## config.mk

```make
export PLATFORM = sky130hd
export DESIGN_NAME = alu_seq_divider
export DESIGN_NICKNAME = d
export VERILOG_FILES = /design/src/rtl/alu_div_pkg.sv /design/src/rtl/alu_seq_divider_div_step.sv /design/src/rtl/alu_seq_divider.sv
export SDC_FILE = /design/constraint.sdc
export NUM_CORES = 1
export LEC_CHECK = 0
export CORE_AREA = 2 2 156 158
export DETAILED_ROUTE_END_ITERATION = 8
export DIE_AREA = 0 0 158 160
export GPL_TIMING_DRIVEN = 0
export PLACE_DENSITY = 0.8
export SETUP_SLACK_MARGIN = 0.02
export SYNTH_ARGS = -nofsm -noshare
export SYNTH_HDL_FRONTEND = slang
export SYNTH_HIERARCHICAL = 1
export SYNTH_SLANG_ARGS = --single-unit
```

## constraint.sdc

```tcl
create_clock -name clk -period 4.55 [get_ports clk]
set_input_delay 0.6825 -clock clk [delete_from_list [all_inputs] [get_ports clk]]
set_output_delay 0.6825 -clock clk [all_outputs]
set_load 0.03 [all_outputs]
```

## src/rtl/alu_div_pkg.sv

```systemverilog
// Shared types, width defaults and operand-magnitude helper for the ALU sequential divider.
package alu_div_pkg;

  typedef enum logic [1:0] {
    IDLE  = 2'd0,
    CALC  = 2'd1,
    FIXUP = 2'd2,
    DONE  = 2'd3
  } div_state_t;

  localparam int unsigned DIV_W_DEFAULT = 32;
  localparam int unsigned DIV_W_MAX     = 64;

  // Magnitude of the low w bits of x; two's-complement negate only for signed negatives.
  function automatic logic [DIV_W_MAX-1:0] abs_mag(input logic [DIV_W_MAX-1:0] x,
                                                   input int unsigned           w,
                                                   input logic                  is_unsigned);
    logic [DIV_W_MAX-1:0] mask;
    logic                 neg;
    mask = {DIV_W_MAX{1'b1}} >> (DIV_W_MAX - w);
    neg  = !is_unsigned && ((x & (DIV_W_MAX'(1) << (w - 1))) != '0);
    return neg ? ((~x + DIV_W_MAX'(1)) & mask) : (x & mask);
  endfunction

endpackage

```

## src/rtl/alu_seq_divider_div_step.sv

```systemverilog
// One restoring-division iteration: shift in the next dividend bit, trial-subtract the divisor.
module div_step
  import alu_div_pkg::*;
#(
  parameter int unsigned N = DIV_W_DEFAULT
) (
  input  logic [N-1:0] rem,
  input  logic         dq_msb,
  input  logic [N-1:0] dmag,
  output logic [N-1:0] rem_nxt_c,
  output logic         q_bit_c
);

  logic [N:0] shifted;
  logic [N:0] diff;

  // Partial remainder kept N+1 bits wide so divisors with the MSB set are handled.
  always_comb begin
    shifted   = {rem, dq_msb};
    diff      = shifted - {1'b0, dmag};
    q_bit_c   = (shifted >= {1'b0, dmag});
    rem_nxt_c = q_bit_c ? N'(diff) : N'(shifted);
  end

endmodule

```

## src/rtl/alu_seq_divider.sv

```systemverilog
// Multi-cycle restoring divider (signed/unsigned), one quotient bit per clock.
// Optional build macro DIV_EARLY_OUT_EN skips the loop when |divisor| > |dividend|.
module alu_seq_divider
  import alu_div_pkg::*;
#(
  parameter int unsigned N = DIV_W_DEFAULT
) (
  input  logic         clk,
  input  logic         rst_n,
  input  logic         start,
  input  logic         is_unsigned,
  input  logic [N-1:0] dividend,
  input  logic [N-1:0] divisor,
  output logic         busy,
  output logic         done,
  output logic [N-1:0] quotient,
  output logic [N-1:0] remainder,
  output logic         div_by_zero
);

  localparam int unsigned CW = $clog2(N);

  div_state_t    state, state_nxt;
  logic [CW-1:0] cnt;
  logic [N-1:0]  wq, wr, dmag;
  logic [N-1:0]  a_mag_c, b_mag_c, rem_nxt_c;
  logic          q_bit_c;
  logic          neg_q, neg_r;
  logic          busy_d, done_d;

  assign a_mag_c = N'(abs_mag(DIV_W_MAX'(dividend), N, is_unsigned));
  assign b_mag_c = N'(abs_mag(DIV_W_MAX'(divisor), N, is_unsigned));

  div_step #(.N(N)) u_step (
    .rem       (wr),
    .dq_msb    (wq[N-1]),
    .dmag      (dmag),
    .rem_nxt_c (rem_nxt_c),
    .q_bit_c   (q_bit_c)
  );

  always_ff @(posedge clk or negedge rst_n) begin
    if (!rst_n) state <= IDLE;
    else        state <= state_nxt;
  end

  always_comb begin
    state_nxt = state;
    case (state)
      IDLE: begin
        if (start) begin
          if (divisor == '0) state_nxt = DONE;
`ifdef DIV_EARLY_OUT_EN
          else if (b_mag_c > a_mag_c) state_nxt = FIXUP;
`endif
          else state_nxt = CALC;
        end
      end
      CALC:    if (cnt == '0) state_nxt = FIXUP;
      FIXUP:   state_nxt = DONE;
      DONE:    state_nxt = IDLE;
      default: state_nxt = IDLE;
    endcase
  end

  // Status flags are registered from the next state so they line up with it.
  always_comb begin
    busy_d = 1'b0;
    done_d = 1'b0;
    if (state_nxt == CALC || state_nxt == FIXUP) busy_d = 1'b1;
    if (state_nxt == DONE)                       done_d = 1'b1;
  end

  always_ff @(posedge clk or negedge rst_n) begin
    if (!rst_n) begin
      busy        <= 1'b0;
      done        <= 1'b0;
      quotient    <= '0;
      remainder   <= '0;
      div_by_zero <= 1'b0;
      cnt         <= '0;
      wq          <= '0;
      wr          <= '0;
      dmag        <= '0;
      neg_q       <= 1'b0;
      neg_r       <= 1'b0;
    end else begin
      busy <= busy_d;
      done <= done_d;
      case (state)
        IDLE: begin
          if (start) begin
            neg_q <= !is_unsigned && (dividend[N-1] ^ divisor[N-1]);
            neg_r <= !is_unsigned && dividend[N-1];
            dmag  <= b_mag_c;
            wq    <= a_mag_c;
            wr    <= '0;
            cnt   <= CW'(N - 1);
`ifdef DIV_EARLY_OUT_EN
            if (b_mag_c > a_mag_c) begin
              wq <= '0;
              wr <= a_mag_c;
            end
`endif
            if (divisor == '0) begin
              quotient    <= '1;
              remainder   <= dividend;
              div_by_zero <= 1'b1;
            end
          end
        end
        CALC: begin
          wr  <= rem_nxt_c;
          wq  <= {wq[N-2:0], q_bit_c};
          cnt <= cnt - CW'(1);
        end
        FIXUP: begin
          quotient    <= neg_q ? (~wq + N'(1)) : wq;
          remainder   <= neg_r ? (~wr + N'(1)) : wr;
          div_by_zero <= 1'b0;
        end
        default: ;
      endcase
    end
  end

endmodule

```

==> results of run 1 <==
## power by group through the flow
stage / clock network [uW] / registers, uW / logic [uW]
after floorplan: 0 / 2550 / 4920
after global placement: 0 / 2700 / 6020
after detailed placement: 0 / 2730 / 6150
after CTS: 1510 / 2700 / 6240
after global routing: 1580 / 2800 / 6930
final: 1510 / 2730 / 6290
## metal layers
metal  up-vias  part of all wire  global-route usage
met5         -                 0                   0
met4         0             0.049               0.142
met3       112             0.075              0.0589
met2       450              0.49               0.456
met1      5029              0.39               0.320
li1       5004                 -                   -
## state kept, by name, indices dropped and copies added (netlist names)
name,count
busy,1
cnt,5
div_by_zero,1
dmag,32
done,1
neg_q,1
neg_r,1
quotient,32
remainder,32
state,2
wq,32
wr,32
## final cells by class
class	count	area share
sequential	172	0.307
buffer	70	0.0239
inverter	59	0.0158
clock inverter	12	0.0115
multi-input combinational	993	0.483
clock buffer	20	0.0312
timing repair buffer	135	0.0981
tap	324	0.0290
## worst reg2reg max path: cells and delay by family (launching register included)
kind                       cells  cell delay [ns]
adders and majority gates      1             0.33
DFF                            1             0.50
AOI/OAI and AO/OA              5             1.03
muxes                          1             0.31
buffers and inverters          4             0.65
and+or+nand+nor                3             0.98
## cell usage in the layout (no fill, tap or decap), types with 5 or more instances in the layout
cell type,count
clkdlybuf4s50_1,133
or3_1,15
xnor2_1,56
o21a_1,5
inv_1,57
a22o_1,30
o31ai_1,34
o41ai_1,16
nand4_1,14
o22ai_1,15
nor4_1,12
nor2b_1,10
mux2_2,20
clkbuf_1,55
nand2_1,107
clkbuf_16,17
o21ai_1,9
nand3_1,13
nor3_1,27
nor2_1,95
ha_1,38
xor2_1,86
a21oi_1,87
a22oi_1,35
buf_1,5
mux2i_1,28
a31oi_1,11
mux2_4,9
nand2b_1,10
a21o_1,10
dfrtp_1,172
o21ai_0,118
or4_1,8
## per-stage QoR
step | instance area, sq um | hold WS, ns
floorplan | 11600 | 0.387
global placement | 13400 | 0.460
detailed placement | 13400 | 0.470
CTS | 14000 | 0.177
global route | 14000 | 0.194
finish | 14000 | 0.156
## final timing paths
path                                            from                      end  slack, ns  cells past startpoint
worst max-delay path               wr[9]$_DFFE_PN0P_       wr[26]$_DFFE_PN0P_       0.65                     14
worst max register to register     wr[9]$_DFFE_PN0P_       wr[26]$_DFFE_PN0P_       0.65                     14
max in group asynchronous                      rst_n     dmag[31]$_DFFE_PN0P_       3.48                      2
worst min-delay path                           rst_n  quotient[4]$_DFFE_PN0P_       0.16                      1
worst min register to register  dmag[25]$_DFFE_PN0P_     dmag[25]$_DFFE_PN0P_       0.48                      2
min in group clk                dmag[25]$_DFFE_PN0P_     dmag[25]$_DFFE_PN0P_       0.48                      2
## cell families after synthesis
family | synth area share
AO/OA/AOI/OAI | 0.227
AND/OR/NAND/NOR | 0.150
flip-flops | 0.370
XOR/XNOR | 0.107
buffers and inverters | 0.0479
multiplexers | 0.0551
adder cells (fa/ha/maj) | 0.0426
==> impl_metrics.csv, run 1 <==
group,metric,value,unit
run_status,status,"complete, no violations",
synthesis,synth_cells,1294,
pwr,combPwrFrac,0.598,
floorplan,rows,57,
clock_tree,clock_latency,0.43,ns
pwr,p_int,5950,uW
clock_tree,cts.clk_slew.worst_paths,0.07,ns
critical_path,worstSetupPathType,"reg2reg",
pwr,power.total,10500,uW
pwr,sw_frac_of_total,0.435,
routing,drtAntennaViolNets,0,
timing,setup_tns,0,ns
placement,numPortBuffers,134,
layout,syn_to_final_growth,20.5,%
clock_tree,cts_hold_buffers,0,
placement,post-dp-hpwl,25900,um
critical_path,critPathSlowestCell,"nor3_1",
global_route,grtUsageTotal,0.270,
timing,fmax,0.256,GHz
pwr,peakVddDrop,0.331,mV
layout,num-fill-cells,2107,
layout,nNetsFinal,1555,
layout,final-instance-count-excl-fill,1785,
clock_tree,cts_buffers,17,
clock_tree,clockBufferDepth,2,
timing,slew_viol_final,0,
synthesis,synth_most_common_cell,"dfrtp_1",
critical_path,crit_fanout,10,
timing,rsz0062_at_grt,"no",
hold_path,min_path_type,"in2async",
synthesis,synth_common_cells,"dfrtp_1 (172), o21ai_0 (118), nand2_1 (107), nor2_1 (95), a21oi_1 (87)",
routing,route.final.wire_length,33600,um
placement,pre_cts_slack,0.661,ns
placement,dp_cells,1753,
flow_run,cap_violations,0,
critical_path,crit_family,"compound AO/OA/AOI/OAI gates",
layout,regArea,4300,sq um
timing,setup_slack,0.647,ns
pwr,p_leak,0.00564,uW
layout,multiInputGateArea,6760,sq um
floorplan,core_area,23800,sq um
synthesis,synth-async-reset-ratio,1.00,
critical_path,cpPeakStageDelay,0.54,ns
timing,maxSlewHeadroom,0.359,
pwr,seq_power_share,0.259,
synthesis,synth_area_leader_cell,"dfrtp_1",
clock_tree,cts_resized,0,
global_route,overflow,0,
layout,drive_gt1_frac,0.0719,
synthesis,synth_area_leaders,"dfrtp_1 (37%), xor2_1 (6.5%), o21ai_0 (5.1%)",
clock_tree,cts_root_buf,"clkbuf_16",
clock_tree,tritoncts,"built",
timing,worst_slew_pin_slew,0.955,ns
synthesis,ys_ff_latch,172,
layout,antenna_cells,0,
critical_path,crit_path_start_kind,"flop",
critical_path,cp-end-kind,"flop",
timing,period_needed,3.90,ns
placement,routabilityCongestion,0.987,
timing,finalCritPeriodShare,0.858,
clock_tree,clock_sinks,172,
routing,drtPass1Iterations,8,
clock_tree,post_cts_buffers,0,
pwr,power_density,752,nW/um^2
floorplan,initial_utilization,0.488,
synthesis,syn_avg_cell_area,8.98,sq um
layout,final_util,0.588,
timing,setup_viol,0,
routing,detail_route.wl_per_cell,18.8,um
global_route,grt_pass1_wl,53700,um
synthesis,syn_area,11600,sq um
routing,drc,0,
floorplan,pin_count,135,
routing,drt-initial-drc-count,925,
global_route,grt_antenna_before_repair,0,
timing,hold_viol,0,
synthesis,synth_top_area_frac,0.370,
critical_path,cp_data_required_time,4.87,ns
global_route,grt_pass1_vias,10400,
critical_path,crit_buf_inv,4,
synthesis,yosysSeqAreaShare,0.370,
synthesis,yosysUniqueCellTypes,79,
global_route,grt_start_max_net_pins,116,
floorplan,die_w,158,um
pwr,pwr-share-clk,0.143,
timing,clock_skew,0.00839,ns
synthesis,yosys_warnings,6,
synthesis,yosys_most_used_dff,"dfrtp_1",
routing,viasPerCell,5.94,
routing,vias,10600,
pwr,net-switching-power,4580,uW
floorplan,dieArea,25300,sq um
critical_path,arrival,4.22,ns
critical_path,path_cells,"ha_1, clkbuf_1, nand4_1, nor3_1, o211ai_1, nor4b_4, o21ai_2, a31oi_4, o21a_4, inv_2, buf_6, buf_12, mux2_4, a22o_1",
synthesis,synthesis.nets,1401,
floorplan,die_y,160,um
synthesis,synth_edf_count,0,
clock_tree,h-tree-depth,4,
Note: power is estimated with default switching activity, not from simulation.
==> inputs of run 2 (changes only) <==
--- a/config.mk
+++ b/config.mk
@@ -5,11 +5,11 @@
 export SDC_FILE = /design/constraint.sdc
 export NUM_CORES = 1
 export LEC_CHECK = 0
-export CORE_AREA = 2 2 156 158
+export CORE_AREA = 2 2 140 142
 export DETAILED_ROUTE_END_ITERATION = 8
-export DIE_AREA = 0 0 158 160
+export DIE_AREA = 0 0 142 144
 export GPL_TIMING_DRIVEN = 0
-export PLACE_DENSITY = 0.8
+export PLACE_DENSITY = 0.86
 export SETUP_SLACK_MARGIN = 0.02
 export SYNTH_ARGS = -nofsm -noshare
 export SYNTH_HDL_FRONTEND = slang
==> impl_metrics.csv, run 2 (synthesis gave the netlist of run 1 again) <==
group,metric,value,unit
routing,detail_route.wl_per_cell,19.1,um
timing,hold_viol,0,
clock_tree,clockBufferDepth,2,
clock_tree,cts_resized,0,
timing,fmax,0.254,GHz
pwr,p_leak,0.00564,uW
routing,drtPass1Iterations,6,
clock_tree,tritoncts,"built",
hold_path,min_path_type,"in2async",
timing,rsz0062_at_grt,"no",
clock_tree,h-tree-depth,4,
run_status,status,"complete, no violations",
floorplan,die_y,144,um
clock_tree,post_cts_buffers,0,
critical_path,r2r_end,"wr[26]$_DFFE_PN0P_",
routing,viasPerCell,6.12,
critical_path,crit_fanout,10,
layout,drive_gt1_frac,0.0739,
layout,layout_common_cells,"dfrtp_1 (172), clkdlybuf4s50_1 (133), o21ai_0 (118), nand2_1 (107), nor2_1 (95)",
routing,drt-initial-drc-count,721,
critical_path,r2r_start,"wr[9]$_DFFE_PN0P_",
placement,place_area,13300,sq um
global_route,grtUsageTotal,0.323,
floorplan,core_area,19100,sq um
floorplan,die_w,142,um
critical_path,cp-end-kind,"flop",
critical_path,rrSetupSlack,0.61,ns
timing,maxSlewHeadroom,0.231,
layout,multiInputGateArea,6760,sq um
layout,regArea,4300,sq um
pwr,peakVddDrop,0.339,mV
floorplan,rows,51,
placement,post-dp-hpwl,25500,um
global_route,grt_pass1_wl,51100,um
timing,hold_slack,0.219,ns
placement,routabilityCongestion,0.936,
layout,antenna_cells,0,
critical_path,arrival,4.27,ns
pwr,power.total,10500,uW
timing,setup_viol,0,
critical_path,worstSetupPathType,"reg2reg",
layout,final_util,0.728,
floorplan,pin_count,135,
global_route,grt_pass1_vias,10100,
floorplan,dieArea,20400,sq um
routing,route.final.wire_length,32500,um
floorplan,initial_utilization,0.609,
clock_tree,cts_hold_buffers,0,
clock_tree,clock_sinks,172,
clock_tree,cts_root_buf,"clkbuf_16",
flow_run,cap_violations,0,
routing,drc,0,
layout,final_common_cell,"dfrtp_1",
timing,period_needed,3.94,ns
global_route,grt_antenna_before_repair,0,
clock_tree,cts_buffers,17,
timing,clock_skew,0.0145,ns
pwr,power_density,753,nW/um^2
routing,vias,10400,
layout,num-fill-cells,1474,
critical_path,crit_path_start_kind,"flop",
clock_tree,clock_latency,0.45,ns
global_route,grt_start_max_net_pins,88,
critical_path,cp_data_required_time,4.88,ns
clock_tree,cts.clk_slew.worst_paths,0.07,ns
placement,numPortBuffers,134,
layout,nNetsFinal,1555,
layout,syn_to_final_growth,19.5,%
routing,drtAntennaViolNets,0,
layout,stdcell_area,13900,sq um
global_route,overflow,0,
critical_path,r2r_cells,14,
timing,worst_slew_pin_slew,1.15,ns
timing,finalCritPeriodShare,0.866,
timing,slew_viol_final,0,
[run 2: cell count changes in the layout (fill, tap and decap cells not counted)]
| cell | change |
|---|---|
| clkinvlp_4 | -1 |
| clkbuf_1 | -3 |
| inv_6 | -1 |
| clkinv_4 | +2 |
| clkinv_2 | -1 |
| inv_8 | +4 |
| clkinv_8 | +2 |
| bufinv_16 | -2 |
[run 2: stage by stage]
step	setup WS [ns]	cells	TNS, ns
floorplan	1.44	1294	0
global placement	-3.82	1666	-654.94
detailed placement	0.670	1667	0
CTS	0.646	1699	0
global route	0.422	1699	0
finish	0.610	1699	0
[run 2: worst max path at each step]
stage | cells past startpoint | end | startpoint
2_1_floorplan | 13 | wr[21]$_DFFE_PN0P_ | wr[6]$_DFFE_PN0P_
3_3_place_gp | 1 | dmag[29]$_DFFE_PN0P_ | rst_n
3_5_place_dp | 14 | wr[24]$_DFFE_PN0P_ | wr[9]$_DFFE_PN0P_
4_1_cts | 14 | wr[26]$_DFFE_PN0P_ | wr[9]$_DFFE_PN0P_
5_1_grt | 14 | wr[28]$_DFFE_PN0P_ | wr[9]$_DFFE_PN0P_
6_report | 14 | wr[26]$_DFFE_PN0P_ | wr[9]$_DFFE_PN0P_
[run 2: per-layer routing]
layer  vias up  share of wire  track usage
li1       5004              -            -
met1      4893           0.40        0.376
met2       413           0.51        0.590
met3        88          0.050       0.0510
met4         0          0.039        0.142
met5         -              0            0
[run 2: critical path, cell delays in order, from the launching register on]
cell and delay (ns):
dfrtp_1 0.48, ha_1 0.32, clkbuf_1 0.26, nand4_1 0.23, nor3_1 0.59, o211ai_1 0.25, nor4b_4 0.22, o21ai_2 0.18
a31oi_4 0.13, o21a_4 0.28, inv_2 0.07, buf_6 0.15, buf_12 0.16, mux2_4 0.30, a22o_1 0.21
[run 2: area by class of cell]
| class | instances | share of cell area |
|---|---|---|
| flip-flops and latches | 172 | 0.310 |
| inverters | 59 | 0.0159 |
| multi-input cells | 993 | 0.487 |
| plain buffers | 70 | 0.0241 |
| clock buffers | 17 | 0.0306 |
| clock inverters | 15 | 0.0126 |
| well taps | 238 | 0.0214 |
| repair buffers | 135 | 0.0989 |
[run 2: power by group]
part	leakage [uW]	switching [uW]	internal, uW	total, uW
Combinational	0.00331	3260	3020	6280
Sequential	0.00204	643	2060	2700
Clock	0.000288	700	784	1480
Total	0.00564	4600	5860	10500
